$ cat src/rtl/pcie_us_cfg_poll.sv
// pcie_us_cfg_poll: round-robin poller of PF/VF config space over the
// UltraScale cfg_mgmt port. Per function it reads Command and Device Control,
// plus Link Control/Status for function index 0, and exports the decoded fields.
// Optional host write path through the same port: define PCIE_US_CFG_POLL_WRITE_EN.
//
// state          | meaning
// ST_IDLE        | poll interval countdown, or launch a host write
// ST_RD_CMD      | Command register read outstanding
// ST_RD_DEVCTRL  | Device Control read (issue cycle, then outstanding)
// ST_RD_LINK     | Link Control/Status read (function index 0 only)
// ST_WR          | host write outstanding
module pcie_us_cfg_poll #(
    parameter int          PF_COUNT         = 1,
    parameter int          VF_COUNT         = 0,
    parameter int          VF_OFFSET        = 64,
    parameter int          F_COUNT          = PF_COUNT + VF_COUNT,
    parameter logic [11:0] PCIE_CAP_OFFSET  = 12'h0C0,
    parameter int          POLL_INTERVAL    = 256,
    parameter int          TIMEOUT          = 1024,
    parameter int          READ_LINK_STATUS = 1
) (
    input  logic                   clk,
    input  logic                   rst_n,
`ifdef PCIE_US_CFG_POLL_WRITE_EN
    input  logic                   wr_req,
    input  logic [7:0]             wr_func,
    input  logic [9:0]             wr_addr,
    input  logic [31:0]            wr_data,
    input  logic [3:0]             wr_be,
    output logic                   wr_ack,
`endif
    output logic [F_COUNT-1:0]     ext_tag_enable,
    output logic [F_COUNT*3-1:0]   max_read_request_size,
    output logic [F_COUNT*3-1:0]   max_payload_size,
    output logic [F_COUNT-1:0]     bus_master_enable,
    output logic [3:0]             link_speed,
    output logic [5:0]             link_width,
    output logic [F_COUNT-1:0]     cfg_valid,
    output logic [7:0]             timeout_count,
    output logic [9:0]             cfg_mgmt_addr,
    output logic [7:0]             cfg_mgmt_function_number,
    output logic                   cfg_mgmt_write,
    output logic [31:0]            cfg_mgmt_write_data,
    output logic [3:0]             cfg_mgmt_byte_enable,
    output logic                   cfg_mgmt_read,
    input  logic [31:0]            cfg_mgmt_read_data,
    input  logic                   cfg_mgmt_read_write_done
);

    localparam int IDX_W = (F_COUNT > 1) ? $clog2(F_COUNT) : 1;
    localparam int DLY_W = $clog2(POLL_INTERVAL);
    localparam int TO_W  = $clog2(TIMEOUT);

    localparam logic [DLY_W-1:0] DLY_LOAD     = DLY_W'(POLL_INTERVAL - 1);
    localparam logic [TO_W-1:0]  TO_LOAD      = TO_W'(TIMEOUT - 1);
    localparam logic [9:0]       ADDR_CMD     = 10'd1;
    localparam logic [11:0]      BYTE_DEVCTRL = PCIE_CAP_OFFSET + 12'd8;
    localparam logic [11:0]      BYTE_LINK    = PCIE_CAP_OFFSET + 12'd16;
    localparam logic [9:0]       ADDR_DEVCTRL = BYTE_DEVCTRL[11:2];
    localparam logic [9:0]       ADDR_LINK    = BYTE_LINK[11:2];

    typedef enum logic [2:0] {
        ST_IDLE,
        ST_RD_CMD,
        ST_RD_DEVCTRL,
        ST_RD_LINK,
        ST_WR
    } state_t;

    // PFs map straight through; VFs start at VF_OFFSET.
    function automatic logic [7:0] func_num(input logic [IDX_W-1:0] idx);
        int i;
        i = int'(idx);
        if (i < PF_COUNT) return 8'(i);
        return 8'(VF_OFFSET + i - PF_COUNT);
    endfunction

    state_t                 state_q, state_d;
    logic [IDX_W-1:0]       idx_q, idx_d;
    logic [DLY_W-1:0]       dly_q, dly_d;
    logic [TO_W-1:0]        to_q, to_d;
    logic                   rd_q, rd_d;
    logic [9:0]             addr_q, addr_d;
    logic [7:0]             fn_q, fn_d;
    logic [F_COUNT-1:0]     bme_q, bme_d;
    logic [F_COUNT-1:0]     ext_q, ext_d;
    logic [F_COUNT*3-1:0]   mrrs_q, mrrs_d;
    logic [F_COUNT*3-1:0]   mps_q, mps_d;
    logic [3:0]             speed_q, speed_d;
    logic [5:0]             width_q, width_d;
    logic [F_COUNT-1:0]     valid_q, valid_d;
    logic [7:0]             tcnt_q, tcnt_d;
    logic                   end_poll, end_ok;
    logic [F_COUNT-1:0]     sel;
    logic                   unused_rd_data;

`ifdef PCIE_US_CFG_POLL_WRITE_EN
    logic                   wr_q, wr_d;
    logic [31:0]            wdata_q, wdata_d;
    logic [3:0]             be_q, be_d;
    logic                   ack_q, ack_d;
`endif

    assign unused_rd_data = ^cfg_mgmt_read_data;

    // One-hot select of the function currently being polled.
    always_comb begin
        sel = '0;
        for (int i = 0; i < F_COUNT; i++) begin
            if (idx_q == IDX_W'(i)) sel[i] = 1'b1;
        end
    end

    // Next-state, strobes and field capture.
    always_comb begin
        state_d  = state_q;
        idx_d    = idx_q;
        dly_d    = dly_q;
        to_d     = to_q;
        rd_d     = rd_q;
        addr_d   = addr_q;
        fn_d     = fn_q;
        bme_d    = bme_q;
        ext_d    = ext_q;
        mrrs_d   = mrrs_q;
        mps_d    = mps_q;
        speed_d  = speed_q;
        width_d  = width_q;
        valid_d  = valid_q;
        tcnt_d   = tcnt_q;
        end_poll = 1'b0;
        end_ok   = 1'b0;
`ifdef PCIE_US_CFG_POLL_WRITE_EN
        wr_d     = wr_q;
        wdata_d  = wdata_q;
        be_d     = be_q;
        ack_d    = 1'b0;
`endif
        case (state_q)
            ST_IDLE: begin
`ifdef PCIE_US_CFG_POLL_WRITE_EN
                // ack_q blocks re-launching the request just acknowledged.
                if (wr_req && !ack_q) begin
                    wr_d    = 1'b1;
                    addr_d  = wr_addr;
                    fn_d    = wr_func;
                    wdata_d = wr_data;
                    be_d    = wr_be;
                    to_d    = TO_LOAD;
                    state_d = ST_WR;
                end else
`endif
                if (dly_q == '0) begin
                    rd_d    = 1'b1;
                    addr_d  = ADDR_CMD;
                    fn_d    = func_num(idx_q);
                    to_d    = TO_LOAD;
                    state_d = ST_RD_CMD;
                end else begin
                    dly_d = dly_q - DLY_W'(1);
                end
            end
            ST_RD_CMD, ST_RD_DEVCTRL, ST_RD_LINK: begin
                if (!rd_q) begin
                    rd_d   = 1'b1;
                    addr_d = (state_q == ST_RD_LINK) ? ADDR_LINK : ADDR_DEVCTRL;
                    to_d   = TO_LOAD;
                end else if (cfg_mgmt_read_write_done) begin
                    rd_d = 1'b0;
                    case (state_q)
                        ST_RD_CMD: begin
                            for (int i = 0; i < F_COUNT; i++) begin
                                if (sel[i]) bme_d[i] = cfg_mgmt_read_data[2];
                            end
                            state_d = ST_RD_DEVCTRL;
                        end
                        ST_RD_DEVCTRL: begin
                            for (int i = 0; i < F_COUNT; i++) begin
                                if (sel[i]) begin
                                    ext_d[i]         = cfg_mgmt_read_data[8];
                                    mrrs_d[i*3 +: 3] = cfg_mgmt_read_data[14:12];
                                    mps_d[i*3 +: 3]  = cfg_mgmt_read_data[7:5];
                                end
                            end
                            if (READ_LINK_STATUS != 0 && idx_q == '0) begin
                                state_d = ST_RD_LINK;
                            end else begin
                                end_poll = 1'b1;
                                end_ok   = 1'b1;
                            end
                        end
                        default: begin
                            speed_d  = cfg_mgmt_read_data[19:16];
                            width_d  = cfg_mgmt_read_data[25:20];
                            end_poll = 1'b1;
                            end_ok   = 1'b1;
                        end
                    endcase
                end else if (to_q == '0) begin
                    // Abandon the rest of this function's reads.
                    rd_d = 1'b0;
                    if (tcnt_q != 8'hFF) tcnt_d = tcnt_q + 8'd1;
                    end_poll = 1'b1;
                end else begin
                    to_d = to_q - TO_W'(1);
                end
            end
`ifdef PCIE_US_CFG_POLL_WRITE_EN
            ST_WR: begin
                // Delay counter is left untouched so a due poll starts right after.
                if (cfg_mgmt_read_write_done) begin
                    wr_d    = 1'b0;
                    ack_d   = 1'b1;
                    state_d = ST_IDLE;
                end else if (to_q == '0) begin
                    wr_d    = 1'b0;
                    ack_d   = 1'b1;
                    if (tcnt_q != 8'hFF) tcnt_d = tcnt_q + 8'd1;
                    state_d = ST_IDLE;
                end else begin
                    to_d = to_q - TO_W'(1);
                end
            end
`endif
            default: state_d = ST_IDLE;
        endcase

        if (end_poll) begin
            state_d = ST_IDLE;
            dly_d   = DLY_LOAD;
            idx_d   = (idx_q == IDX_W'(F_COUNT - 1)) ? '0 : idx_q + IDX_W'(1);
            if (end_ok) valid_d = valid_q | sel;
        end
    end

    // State and output registers.
    always_ff @(posedge clk or negedge rst_n) begin
        if (!rst_n) begin
            state_q <= ST_IDLE;
            idx_q   <= '0;
            dly_q   <= DLY_LOAD;
            to_q    <= '0;
            rd_q    <= 1'b0;
            addr_q  <= '0;
            fn_q    <= '0;
            bme_q   <= '0;
            ext_q   <= '0;
            mrrs_q  <= '0;
            mps_q   <= '0;
            speed_q <= '0;
            width_q <= '0;
            valid_q <= '0;
            tcnt_q  <= '0;
        end else begin
            state_q <= state_d;
            idx_q   <= idx_d;
            dly_q   <= dly_d;
            to_q    <= to_d;
            rd_q    <= rd_d;
            addr_q  <= addr_d;
            fn_q    <= fn_d;
            bme_q   <= bme_d;
            ext_q   <= ext_d;
            mrrs_q  <= mrrs_d;
            mps_q   <= mps_d;
            speed_q <= speed_d;
            width_q <= width_d;
            valid_q <= valid_d;
            tcnt_q  <= tcnt_d;
        end
    end

`ifdef PCIE_US_CFG_POLL_WRITE_EN
    // Host write strobe, payload and acknowledge registers.
    always_ff @(posedge clk or negedge rst_n) begin
        if (!rst_n) begin
            wr_q    <= 1'b0;
            wdata_q <= '0;
            be_q    <= '0;
            ack_q   <= 1'b0;
        end else begin
            wr_q    <= wr_d;
            wdata_q <= wdata_d;
            be_q    <= be_d;
            ack_q   <= ack_d;
        end
    end

    assign cfg_mgmt_write       = wr_q;
    assign cfg_mgmt_write_data  = wdata_q;
    assign cfg_mgmt_byte_enable = be_q;
    assign wr_ack               = ack_q;
`else
    assign cfg_mgmt_write       = 1'b0;
    assign cfg_mgmt_write_data  = '0;
    assign cfg_mgmt_byte_enable = '0;
`endif

    assign cfg_mgmt_read            = rd_q;
    assign cfg_mgmt_addr            = addr_q;
    assign cfg_mgmt_function_number = fn_q;
    assign bus_master_enable        = bme_q;
    assign ext_tag_enable           = ext_q;
    assign max_read_request_size    = mrrs_q;
    assign max_payload_size         = mps_q;
    assign link_speed               = speed_q;
    assign link_width               = width_q;
    assign cfg_valid                = valid_q;
    assign timeout_count            = tcnt_q;

endmodule

$ cat config.mk
export PLATFORM = sky130hd
export DESIGN_NAME = pcie_us_cfg_poll
export DESIGN_NICKNAME = d
export VERILOG_FILES = /design/src/rtl/pcie_us_cfg_poll.sv
export SDC_FILE = /design/constraint.sdc
export NUM_CORES = 1
export LEC_CHECK = 0
export BUFFER_PORTS_ARGS = -buffer_cell sky130_fd_sc_hd__buf_2
export CAP_MARGIN = 15
export CORE_UTILIZATION = 50
export CTS_CLUSTER_DIAMETER = 120
export DETAILED_ROUTE_END_ITERATION = 16
export PLACE_DENSITY = 0.92
export SYNTH_ARGS = -nofsm -noshare
export SYNTH_HDL_FRONTEND = slang
export SYNTH_SLANG_ARGS = --single-unit
$ cat constraint.sdc
create_clock -name clk -period 2.3 [get_ports clk]
set_input_delay 0.345 -clock clk [delete_from_list [all_inputs] [get_ports clk]]
set_output_delay 0.345 -clock clk [all_outputs]
set_load 0.02 [all_outputs]
==> flow_metrics.py <==
metrics = {
    "placed_design": {
        "io_buffers": 53,
        "globalplace.congestion": 0.851,
        "numPlacedInstances": 414,
        "dp_hpwl_um": 4410,
    },
    "yosys": {
        "synth_seq_cells": 52,
        "synth_warnings": 0,
        "netlist_area_mm2": 0.00312,
        "syn_area_per_cell_um2": 10.7,
        "synth_edf_count": 0,
        "synthArstFlopShare_pct": 100,
        "synth.distinct_cells": 60,
        "syn-instance-count": 292,
        "synth_flop_cell": "dfrtp_1",
        "ys_seq_area_share_pct": 42.0,
    },
    "final_layout": {
        "final_cell_mix": "buf_2, conb_1, dfrtp_1",
        "antenna_cells": 0,
        "layout_commonest_cell": "buf_2",
        "final_cell_count_no_fill": 422,
        "final_nets": 390,
        "final_core_util_pct": 56.5,
        "fillers": 498,
        "synthToLayoutAreaGrowth_pct": 7.69,
        "drive_gt1_share_pct": 32.3,
    },
    "floorplanning": {
        "core_mm2": 0.00596,
        "io-pin-count": 118,
        "dieWidth_um": 81.0,
        "die_area_mm2": 0.00657,
        "die_h_um": 81.0,
        "initial_core_util_pct": 52.4,
        "row_count": 28,
    },
    "drt": {
        "met1_length_um": 2440,
        "drcViolationCount": 0,
        "drt_iter0_markers": 145,
        "wire_per_inst_um": 14.1,
        "drtPass1Iterations": 4,
        "routed_wl_um": 5940,
        "vias_per_cell": 5.39,
        "ant_nets": 0,
        "wl_met2_um": 2880,
        "vias": 2273,
        "top_layer": "met4",
        "dr_wl_met3_um": 467,
    },
    "clock_tree": {
        "post_cts_resize_count": 0,
        "path_clk_slew_ps": 100,
        "holdBufCountCts": 0,
        "clock_latency_ps": 310,
        "htreeDepth": 2,
        "cts_sinks": 52,
        "numCtsBuffers": 5,
        "cts_root_buf": "clkbuf_8",
        "clock_path_buffers": 2,
        "tritoncts": "built",
        "cts_setup_buffers": 0,
    },
    "pwr": {
        "power_density_mw_per_mm2": 1080,
        "ir_drop_mv": 0.811,
        "p_leak_nw": 1.56,
    },
    "run_status": {
        "outcome": "finished, final reports clean",
    },
    "global_route": {
        "antenna_found_initial": 0,
        "grt_use_total_pct": 19.5,
        "grt_pass1_wl_um": 9690,
        "grt_max_degree": 29,
        "grt_pass1_vias": 2094,
        "grt.overflow.total": 0,
    },
    "worst_setup_path": {
        "critPathLaunchType": "flop",
        "worstSetupEndpointType": "flop",
        "worstPathArrival_ps": 2240,
        "required_ps": 2500,
        "crit_fanout": 9,
        "path_class": "flop to flop",
    },
    "sta": {
        "tightest_slew_ps": 629,
        "hold_viol_final": 0,
        "final-setup-viol-count": 0,
        "skew_ps": 6.13,
        "period_needed_ps": 2040,
        "rsz0062_at_grt": "no",
        "maxSlewViolCount": 0,
        "whs_ps": 13.0,
        "setup_tns_ps": 0,
        "fin_crit_sh_pct": 88.9,
        "fmax_ghz": 0.489,
        "relSlewSlack_pct": 58.0,
    },
    "job": {
        "cap_violations": 0,
    },
    "hold_path": {
        "min_path_type": "primary input to async pin",
    },
}
## registers in the layout (all words and copies together) (netlist names)
name and flops:
link_speed 4, timeout_count 8, cfg_valid 1, dly_q 8, link_width 6, max_payload_size 3
max_read_request_size 3, ext_tag_enable 1, cfg_mgmt_read 1, bus_master_enable 1, to_q 10, cfg_mgmt_addr 4
state_q 2
## Yosys cell counts, types with 2 or more instances
master	instances	share of area (%)
or4_1	2	0.48
xor2_1	8	2.2
mux2_2	17	6.1
a211oi_1	2	0.48
nand2b_1	3	0.60
xnor2_1	2	0.56
buf_4	54	13
ha_1	9	3.6
o21ai_0	11	1.8
nor2_1	13	1.6
o31ai_4	2	1.4
o211a_1	2	0.64
buf_6	2	0.72
nand2_1	14	1.7
and4_1	2	0.56
nor3_2	2	0.64
o31ai_1	3	0.72
nor2b_1	2	0.40
mux2_1	3	1.1
or4_4	2	0.72
nor4_2	4	1.6
a31oi_1	4	0.80
a21oi_1	9	1.4
dfrtp_1	44	35
buf_2	5	0.80
o22ai_1	2	0.40
o21ai_1	3	0.48
nor3_1	8	1.3
inv_1	8	0.96
nand3_1	6	0.96
dfstp_2	8	6.7
nand4_1	8	1.6
## power by group
part	switching, mW	leakage [nW]	internal [mW]	total (mW)
registers	0.233	0.592	1.22	1.45
clock network	0.311	0.0418	0.219	0.530
logic	1.00	0.924	0.656	1.66
## per-stage QoR
step	total power, mW	cell area [um2]	setup slack [ps]
floorplan	2.67	3310	365
global placement	3.02	3270	381
detailed placement	3.11	3270	279
CTS	3.65	3360	269
global route	3.87	3360	142
finish	3.64	3360	256
## per-layer routing
metal / GRT usage [%] / vias up
met5: 0 / -
met4: 10.0 / 0
met3: 4.94 / 15
met2: 31.1 / 119
met1: 24.4 / 1094
li1: - / 1045
## path summary, 6_finish.rpt
check                                                to  cells after the start                    from  slack [ps]
max                        timeout_count[1]$_DFFE_PN0P_                      6     to_q[0]$_DFFE_PN0P_         260
min                        timeout_count[5]$_DFFE_PN0P_                      1                   rst_n          10
max reg2reg                timeout_count[1]$_DFFE_PN0P_                      6     to_q[0]$_DFFE_PN0P_         260
min reg2reg                       cfg_valid$_DFFE_PN0P_                      1   cfg_valid$_DFFE_PN0P_         490
max in group asynchronous          dly_q[0]$_DFFE_PN1P_                      2                   rst_n        1660
min in group clk              link_speed[1]$_DFFE_PN0P_                      2  cfg_mgmt_read_data[17]         240
## cell type report
type / instances / area (um2) / share of cell area (%)
Inverter: 9 / 33.8 / 1.00
Tap cell: 75 / 93.8 / 2.79
Sequential cell: 52 / 1310 / 39.0
Multi-Input combinational cell: 218 / 1510 / 44.8
Clock buffer: 6 / 72.6 / 2.16
Clock inverter: 2 / 16.3 / 0.484
Timing Repair Buffer: 60 / 330 / 9.82
## worst max-delay path, cell delays in order, from the launching register on
cell     delay [ps]
dfrtp_1         450
inv_1           120
ha_1            190
nor4b_2         350
nand4_4         240
nor3_2          240
mux2_1          350
## logic make-up after synthesis
family / after synthesis / share of synthesized area, %
and+or+nand+nor: 79 / 16.8
buffers and inverters: 71 / 15.7
DFF: 52 / 42.0
AOI/OAI and AO/OA: 49 / 11.4
muxes: 21 / 7.53
xor gates and xnor gates: 10 / 2.80
adders and majority gates: 9 / 3.61
other: 1 / 0.120
Power figures use the tool's default switching activity.
